[config.mk]
export PLATFORM = sky130hd
export DESIGN_NAME = videotext_pipelined
export DESIGN_NICKNAME = d
export VERILOG_FILES = /design/src/rtl/videotext_pipelined_pkg.sv /design/src/rtl/videotext_pipelined_font.sv /design/src/rtl/videotext_pipelined.sv
export SDC_FILE = /design/constraint.sdc
export NUM_CORES = 1
export LEC_CHECK = 0
export CORE_ASPECT_RATIO = 0.8
export CORE_MARGIN = 2
export CORE_UTILIZATION = 25
export DETAILED_ROUTE_END_ITERATION = 12
export PLACE_DENSITY = 0.49
export SYNTH_ARGS = -nofsm -noshare
export SYNTH_HDL_FRONTEND = slang
export SYNTH_SLANG_ARGS = --single-unit
[constraint.sdc]
create_clock -name clk -period 2.3 [get_ports clk]
set_input_delay 0.345 -clock clk [delete_from_list [all_inputs] [get_ports clk]]
set_output_delay 0.345 -clock clk [all_outputs]
set_load 0.03 [all_outputs]
[src/rtl/videotext_pipelined_pkg.sv]
// Shared constants for the videotext renderer: default text geometry, attribute
// bit position and the built-in 4x8 hex-digit font used for glyph codes 0..15.
package videotext_pipelined_pkg;

  localparam int DEF_COLS    = 40;
  localparam int DEF_ROWS    = 16;
  localparam int DEF_GLYPH_W = 4;
  localparam int DEF_GLYPH_H = 8;
  localparam int FONT_CODES  = 16;

  function automatic int attr_bit(input int d);
    return d - 1;
  endfunction

  // Row 0 of each glyph sits in the top nibble; the nibble MSB is the leftmost pixel.
  function automatic logic [3:0] font_row(input logic [3:0] code, input logic [2:0] line);
    logic [31:0] glyph;
    logic [31:0] shifted;
    case (code)
      4'h0:    glyph = 32'h69999960;
      4'h1:    glyph = 32'h26222270;
      4'h2:    glyph = 32'h691248F0;
      4'h3:    glyph = 32'hE11611E0;
      4'h4:    glyph = 32'h999F1110;
      4'h5:    glyph = 32'hF88E11E0;
      4'h6:    glyph = 32'h688E9960;
      4'h7:    glyph = 32'hF1124440;
      4'h8:    glyph = 32'h69969960;
      4'h9:    glyph = 32'h69971160;
      4'hA:    glyph = 32'h699F9990;
      4'hB:    glyph = 32'hE99E99E0;
      4'hC:    glyph = 32'h69888960;
      4'hD:    glyph = 32'hE99999E0;
      4'hE:    glyph = 32'hF88E88F0;
      default: glyph = 32'hF88E8880;
    endcase
    shifted = glyph << {line, 2'b00};
    return shifted[31:28];
  endfunction

endpackage

[src/rtl/videotext_pipelined_font.sv]
// Combinational glyph lookup: (code, line) -> one row of GLYPH_W pixels, MSB leftmost.
// The 4x8 base font is stretched or decimated to the configured glyph size.
module text_font_rom
  import videotext_pipelined_pkg::*;
#(
  parameter int GLYPH_W = 4,
  parameter int GLYPH_H = 8,
  parameter int CW      = 7
) (
  input  logic [CW-1:0]              i_code,
  input  logic [$clog2(GLYPH_H)-1:0] i_line,
  output logic [GLYPH_W-1:0]         o_bits
);

  logic [2:0] w_src_line;
  logic [3:0] w_row;

  assign w_src_line = 3'((32'(i_line) * 8) / GLYPH_H);
  assign w_row      = font_row(i_code[3:0], w_src_line);

  // NOTE: o_bits gets a default before any branch so no latch is inferred.
  always_comb begin
    o_bits = '0;
    if (32'(i_code) < FONT_CODES) begin
      for (int j = 0; j < GLYPH_W; j++) begin
        o_bits[j] = w_row[2'(3 - ((GLYPH_W - 1 - j) * 4) / GLYPH_W)];
      end
    end
  end

endmodule

[src/rtl/videotext_pipelined.sv]
// Text-mode renderer: beam position -> character RAM address -> glyph pixel, with
// inverse attribute, blinking block cursor and syncs delayed to match the pixel.
module videotext_pipelined
  import videotext_pipelined_pkg::*;
#(
  parameter int A            = 10,
  parameter int D            = 8,
  parameter int COLS         = DEF_COLS,
  parameter int ROWS         = DEF_ROWS,
  parameter int GLYPH_W      = DEF_GLYPH_W,
  parameter int GLYPH_H      = DEF_GLYPH_H,
  parameter int HW           = 8,
  parameter int VW           = 7,
  parameter int RAM_LAT      = 1,
  parameter int BLINK_FRAMES = 32
) (
  input  logic          clk,
  input  logic          reset,
  input  logic [HW-1:0] hpos,
  input  logic [VW-1:0] vpos,
  input  logic          display_on,
  input  logic          hsync_in,
  input  logic          vsync_in,
  input  logic [D-1:0]  dout,
  output logic [A-1:0]  vaddr,
  input  logic          cursor_we,
  input  logic [7:0]    cursor_col,
  input  logic [7:0]    cursor_row,
  input  logic          cursor_en,
  output logic          hsync,
  output logic          vsync,
  output logic          pixel
);

  localparam int XW = $clog2(GLYPH_W);
  localparam int YW = $clog2(GLYPH_H);
  localparam int FW = (BLINK_FRAMES > 1) ? $clog2(BLINK_FRAMES) : 1;

  if (COLS * ROWS > 2 ** A) begin : g_bad_size
    $error("COLS*ROWS does not fit in the character RAM address space");
  end
  if (RAM_LAT < 1 || RAM_LAT > 3 || BLINK_FRAMES < 1) begin : g_bad_timing
    $error("RAM_LAT must be 1..3 and BLINK_FRAMES at least 1");
  end
  if (GLYPH_W < 2 || GLYPH_H < 2 || (1 << XW) != GLYPH_W || (1 << YW) != GLYPH_H) begin : g_bad_glyph
    $error("glyph dimensions must be powers of two, at least 2");
  end

  typedef struct packed {
    logic [XW-1:0] x;
    logic [YW-1:0] y;
    logic          in_text;
    logic          disp;
    logic          hs;
    logic          vs;
    logic          hit;
  } stage_t;

  logic [HW-XW-1:0] w_col;
  logic [VW-YW-1:0] w_row;
  logic             w_in_text;
  logic             w_hit;
  logic [A-1:0]     w_addr;
  stage_t           w_s0;
  stage_t           w_last;
  logic [GLYPH_W-1:0] w_glyph;
  logic             w_font_bit;

  stage_t       r_pipe [RAM_LAT+1];
  logic [A-1:0] r_vaddr;
  logic [7:0]   r_cur_col;
  logic [7:0]   r_cur_row;
  logic [FW-1:0] r_frame;
  logic         r_blink_on;
  logic         r_vs_prev;
  logic         r_pixel;
  logic         r_hsync;
  logic         r_vsync;

  assign w_col     = hpos[HW-1:XW];
  assign w_row     = vpos[VW-1:YW];
  assign w_in_text = (32'(w_col) < COLS) && (32'(w_row) < ROWS);
  assign w_addr    = A'(32'(w_row) * COLS + 32'(w_col));
  assign w_hit     = cursor_en && (32'(w_col) == 32'(r_cur_col)) &&
                     (32'(w_row) == 32'(r_cur_row)) && r_blink_on;

  assign w_s0 = '{x: hpos[XW-1:0], y: vpos[YW-1:0], in_text: w_in_text,
                  disp: display_on, hs: hsync_in, vs: vsync_in, hit: w_hit};

  // NOTE: sequential state uses non-blocking assignments so every stage samples
  // the previous stage's pre-edge value and the delay line shifts by one per cycle.
  // NOTE: the delay-line array is reset explicitly so a mid-frame reset flushes it.
  always_ff @(posedge clk) begin
    if (reset) begin
      for (int i = 0; i <= RAM_LAT; i++) r_pipe[i] <= '0;
      r_vaddr <= '0;
    end else begin
      r_pipe[0] <= w_s0;
      for (int i = 1; i <= RAM_LAT; i++) r_pipe[i] <= r_pipe[i-1];
      r_vaddr <= w_in_text ? w_addr : '0;
    end
  end

  // Cursor moves take effect for the very next beam sample; blink counts frames.
  always_ff @(posedge clk) begin
    if (reset) begin
      r_cur_col  <= '0;
      r_cur_row  <= '0;
      r_frame    <= '0;
      r_blink_on <= 1'b1;
      r_vs_prev  <= 1'b0;
    end else begin
      if (cursor_we && (32'(cursor_col) < COLS) && (32'(cursor_row) < ROWS)) begin
        r_cur_col <= cursor_col;
        r_cur_row <= cursor_row;
      end
      r_vs_prev <= r_pipe[0].vs;
      if (r_pipe[0].vs && !r_vs_prev) begin
        if (r_frame == FW'(BLINK_FRAMES - 1)) begin
          r_frame    <= '0;
          r_blink_on <= ~r_blink_on;
        end else begin
          r_frame <= r_frame + 1'b1;
        end
      end
    end
  end

  assign w_last = r_pipe[RAM_LAT];

  text_font_rom #(
    .GLYPH_W (GLYPH_W),
    .GLYPH_H (GLYPH_H),
    .CW      (D - 1)
  ) u_font (
    .i_code (dout[D-2:0]),
    .i_line (w_last.y),
    .o_bits (w_glyph)
  );

  assign w_font_bit = w_glyph[XW'(GLYPH_W - 1) - w_last.x];

  always_ff @(posedge clk) begin
    if (reset) begin
      r_pixel <= 1'b0;
      r_hsync <= 1'b0;
      r_vsync <= 1'b0;
    end else begin
      r_pixel <= w_last.disp && w_last.in_text &&
                 (w_font_bit ^ dout[attr_bit(D)] ^ w_last.hit);
      r_hsync <= w_last.hs;
      r_vsync <= w_last.vs;
    end
  end

  assign vaddr = r_vaddr;
  assign pixel = r_pixel;
  assign hsync = r_hsync;
  assign vsync = r_vsync;

endmodule

# Word level (Yosys, flattened, before mapping)

Memories as Yosys holds them, arrays and structs flattened.
Index checks and enable logic that the tools add are counted.

Magnitude comparators: 5
Bitwise operators: 6
$mul: 1
Add/sub/neg operators: 3
Mux-type cells: 9
Shifts and indexed selects: 1
Reductions and logical operators: 11
Equal/unequal tests: 3

Operator list:

| kind                                                                          | number |
|---|---|
| 32-bit by 5-bit left shift with 30-bit output                                 | 1 |
| 10-bit two-way mux                                                            | 2 |
| 10-bit by 6-bit adder with 10-bit output                                      | 1 |
| 4-bit by 8-bit equality test with 1-bit output                                | 1 |
| 6-bit by 8-bit equality test with 1-bit output                                | 1 |
| 1-bit logical AND                                                             | 8 |
| 8-bit by 5-bit less-than comparator with 1-bit output (second input constant) | 1 |
| 8-bit by 6-bit less-than comparator with 1-bit output (second input constant) | 1 |
| 7-bit by 5-bit less-than comparator with 1-bit output (second input constant) | 1 |
| 4-bit by 3-bit multiplier with 7-bit output (second input constant)           | 1 |
| 6-bit less-than comparator (second input constant)                            | 1 |
| 5-bit by 1-bit adder with 5-bit output (second input constant)                | 1 |
| 5-bit equality test (second input constant)                                   | 1 |
| 5-bit two-way mux                                                             | 1 |
| 1-bit two-way mux                                                             | 4 |
| 4-bit two-way mux                                                             | 1 |
| 2-bit by 3-bit less-than comparator with 1-bit output (second input constant) | 1 |
| 1-bit binary-select mux with 2-bit select                                     | 1 |
| 1-bit inverter                                                                | 2 |
| 1-bit bitwise OR                                                              | 2 |
| 2-bit AND reduction                                                           | 1 |
| 2-bit OR reduction                                                            | 1 |
| 2-bit subtractor (first input constant)                                       | 1 |
| 1-bit bitwise XOR                                                             | 2 |
| 1-bit zero test                                                               | 1 |

Bits in read-only memories: 432
Input bits: 46
Memories: 2
Output and inout port bits: 13
Register bits: 36
RAM bits: 20
Word-level logic and storage cells: 50

Memory list:

| memory           | depth | bits a word | read ports | clocked after Yosys merged registers in | write ports | RTL line                      | source |
|---|---|---|---|---|---|---|---|
| (name not given) | 16    | 27          | 1          | 0                                       | 0           | videotext_pipelined_pkg.sv:19 | `case (code)` |
| r_pipe           | 2     | 10          | 2          | 0                                       | 2           | videotext_pipelined.sv:69     | `stage_t r_pipe [RAM_LAT+1];` |

# Depth between registers and ports, before layout

An unclocked memory read counts as a cell.

Word-level depth: 8
Depth in mapped cells: 9

# By module

From an unflattened synthesis, not the netlist that was laid out.

Cells, all modules: 261
Area total of the unflattened synthesis: 2590.0 µm²

By module, submodules not included:

| module              | times used | area each (µm²) | cells each | seq. area each (µm²) |
|---|---|---|---|---|
| videotext_pipelined | 1          | 2137.0          | 202        | 1101.1 |
| text_font_rom       | 1          | 452.9           | 59         | 0.0 |

# Least setup slack after synthesis

No wires, ideal clock.

Kind: input port to flip-flop
From: in vpos[4]
To: reg r_vaddr[9], in the netlist vaddr[9]
Path buffers: 0
Arrival time: 1.929 ns
Data required time: 2.179 ns
Stages on the path: 8
Path slack: 0.250 ns
Cells stage by stage: ha_1 ha_1 inv_1 fa_1 or2_2 mux2i_1 a21oi_1 nor2_1

Longest elaborated chain between the ends: 2

RTL lines:

| what                                        | RTL line                   | source |
|---|---|---|
| start, declared                             | videotext_pipelined.sv:20  | `input logic [VW-1:0] vpos,` |
| 4-bit by 3-bit multiplier with 7-bit output | videotext_pipelined.sv:83  | `assign w_addr = A'(32'(w_row) * COLS + 32'(w_col));` |
| 10-bit by 6-bit adder with 10-bit output    | videotext_pipelined.sv:83  |  |
| end signal, assigned                        | videotext_pipelined.sv:100 | `r_vaddr <= w_in_text ? w_addr : '0;` |
| end, declared                               | videotext_pipelined.sv:70  | `logic [A-1:0] r_vaddr;` |

No other way between the ends.
A chain may end at the register's enable or synchronous reset.

# Final worst setup path

From: in dout[1]
To: reg r_pixel, in the netlist pixel

Longest elaborated chain between the ends: 8

RTL lines:

| what                                          | RTL line                       | source |
|---|---|---|
| start, declared                               | videotext_pipelined.sv:24      | `input logic [D-1:0] dout,` |
| memory read 16 x 27 bit                       | --                             |  |
| 32-bit by 5-bit left shift with 30-bit output | videotext_pipelined_pkg.sv:37  | `shifted = glyph << {line, 2'b00};` |
| 4-bit two-way mux (*)                         | videotext_pipelined_font.sv:24 | `if (32'(i_code) < FONT_CODES) begin` |
| 1-bit binary-select mux with 2-bit select (*) | videotext_pipelined.sv:141     | `assign w_font_bit = w_glyph[XW'(GLYPH_W - 1) - w_last.x];` |
| 1-bit two-way mux (implied by the code) (*)   | videotext_pipelined.sv:141     |  |
| 1-bit bitwise XOR (*) (2 in a row)            | videotext_pipelined.sv:150     | `(w_font_bit ^ dout[attr_bit(D)] ^ w_last.hit);` |
| 1-bit logical AND (*)                         | videotext_pipelined.sv:149     | `r_pixel <= w_last.disp && w_last.in_text &&` |
| end signal, assigned                          | videotext_pipelined.sv:149     |  |
| end, declared                                 | videotext_pipelined.sv:76      | `logic r_pixel;` |

Mark *: on every way between the ends. The rest lies on a longest branch, timed or not. The select of a mux whose other input is x is not followed.

==> results.txt <==
Status: completed
Final WL: 5.76 mm
Distinct cells, synth: 46
Core area: 9730 um^2
Max layer used: met4
Post-synth EDFFs: 0
Type of origin of the critical path: input pin
Period utilization: 0.960
WP data required: 2470 ps
Rel. slew slack: 0.713
Endpoint class of the critical path: flip-flop
Die X: 116 um
GPL Wtd Cong: 0.792
Fin. Hold Viols: 0
DIE AREA: 10900 um^2
Pre-antenna DRT Iters: 4
R2R Path Start: r_frame[0]
Syn nets: 328
Postcts setup bufs: 0
Reg-to-reg endpoint: r_frame[2]
Fin Clk Skew: 3.26 ps
Routed wl met3: 211 um
Non-Filler Instances: 482
Placed cell count: 475
Port bufs: 58
CTS tree: done
Initial antenna violation count: 0
Leak Pwr: 1.53 nW
Vias per cell: 4.26
FF+latch count, synth: 55
Reg clk slew, reported paths: 60 ps
Largest net degree at the start of global routing: 28
Most frequent cells in the layout: dfxtp_1 (55), clkdlybuf4s50_1 (55), buf_4 (28)
Num CTS Buffers: 5
PwrDens: 603 nW/um^2
Top Ports: 59
Post-DP HPWL: 4.39 mm
Max-Cap Viols: 0
Nets@finish: 409
Worst hold-check path type: reg -> reg
Sequential area share after synthesis: 0.436
Hold path cells: 1
Crit Path Max Fanout: 3
H-tree levels: 2
Unrepaired setup endpoints after global routing: yes
First-pass GRT wire length: 9.36 mm
Post-Syn Area per Cell: 9.53 um^2
WS Path Type: in -> reg
CTS Sinks: 55
Gate count after technology mapping: 265
Drt initial violations: 60
Hold Startpoint: r_pipe[0][9]
GRT Total Usage: 0.110
# DRC: 0
Post-detailed-route wirelength per cell: 11.9 um
Primary FF master, synth: dfxtp_1
Gr ovfl total: 0
Metal-1 WL: 3.01 mm
Crit path from: dout[1]
Period minus WS final: 2210 ps
Max Clk Rate: 453 MHz
R2R Setup Slk: 430 ps
Clk Latency, worst-skew pair: 290 ps
Syn. warnings: 0
Cell Area, Synth: 2520 um^2
VDD IR max: 0.269 mV
Final core occ: 0.376
FFs w/ async S/R, synth: 0
Setup violators final: 0
Layout cells sized above 1: 0.153
Worst EP arrival: 2370 ps
Final ANT Viol Nets: 0
Synth-to-layout area growth: 44.7%
Slew Viols, Final: 0
Slew @ Worst Pin: 424 ps
Number of global-route vias before repair: 1985
Worst Hold End: r_pipe[0][19]
Met2 WL: 2.45 mm
Root Driver: clkbuf_16
R2r worst-path depth: 5
# diodes: 0
Die H: 93.9 um
Cell Rows: 32
Starting Density: 0.260
Max clock buf depth: 2
Routed vias: 2055
## metrics by stage
step | setup WS (ps) | cell area (um^2) | power, W | TNS [ps] | hold WS, ps
floorplan | 250 | 2520 | 0.00119 | 0 | 414
global placement | -251 | 3430 | 0.00138 | -771 | 418
detailed placement | -288 | 3430 | 0.00138 | -931 | 425
CTS | 10.6 | 3590 | 0.00223 | 0 | 442
global route | -33.4 | 3650 | 0.00231 | -33.4 | 456
finish | 93.1 | 3650 | 0.00220 | 0 | 437
## registers in the layout, summed over array words and instances, names as in the netlist
name        cells
pixel           1
r_frame         5
r_cur_col       8
vsync           1
r_cur_row       8
vaddr          10
r_blink_on      1
r_pipe         20
hsync           1
## power by group
group	internal, W	switching (W)	total (W)
Combinational	0.000206	0.000166	0.000372
Sequential	0.000984	0.0000155	0.000999
Clock	0.000507	0.000325	0.000833
## area by class of cell
cell class,count,area [um^2]
fill,989,6070
multi-input combinational,182,1360
sequential,55,1100
timing repair buffer,86,798
tap,136,170
clock buffer,5,125
inverter,16,60.1
clock inverter,2,37.5
## Yosys cell counts (2+ instances only)
library cell,count,share of area
nor3b_1,2,0.0059
o21ai_0,8,0.016
nor4b_1,3,0.010
mux2i_1,15,0.059
nor4_1,3,0.0074
xnor2_1,7,0.024
o22ai_1,2,0.0050
nand3_1,5,0.0099
a31oi_1,3,0.0074
ha_1,15,0.074
nand4_1,2,0.0050
nand2b_1,6,0.015
nand2_1,6,0.0089
and3_1,2,0.0050
clkbuf_1,6,0.0089
inv_1,16,0.024
a311oi_1,2,0.0069
dfxtp_1,55,0.44
nor3_1,9,0.018
a211oi_1,2,0.0059
xor2_1,5,0.017
buf_2,4,0.0079
nor2_1,23,0.034
a21oi_1,9,0.018
and2_1,9,0.022
nor2b_1,25,0.062
fa_1,2,0.016
## worst max-delay path: stages
cell	delay [ps]
clkdlybuf4s50_1	430
inv_2	90
ha_4	130
or3b_4	380
a311oi_2	240
a311oi_1	100
o41ai_2	400
o21ai_1	110
nor4b_2	160
## logic make-up (layout without fill, tap and decap cells)
family	count (synthesis)	after routing	share of synthesized area
simple gates	101	101	0.226
fa+ha+maj	17	17	0.0902
mux	16	16	0.0639
buf+inv	28	109	0.0466
compound gates	36	36	0.0956
xor+xnor	12	12	0.0416
flops	55	55	0.436
## worst max-delay path by stage
stage | endpoint | cells after the start
2_1_floorplan | vaddr[9] | 8
3_3_place_gp | vaddr[9] | 9
3_5_place_dp | pixel | 9
4_1_cts | pixel | 9
5_1_grt | pixel | 9
6_report | pixel | 9
## repair_timing
item / CTS / global route
gates resized for setup: 0 / 19
endpoints found under the setup margin: 0 / 3
hold endpoints to repair: 0 / 0
hold buffers: 0 / 0
## layer usage
metal	GRT usage	up-vias
li1	-	1070
met1	0.162	943
met2	0.155	34
met3	0.0232	8
met4	0.0387	0
met5	0	-
No activity file was read; power rests on OpenSTA's default activity.
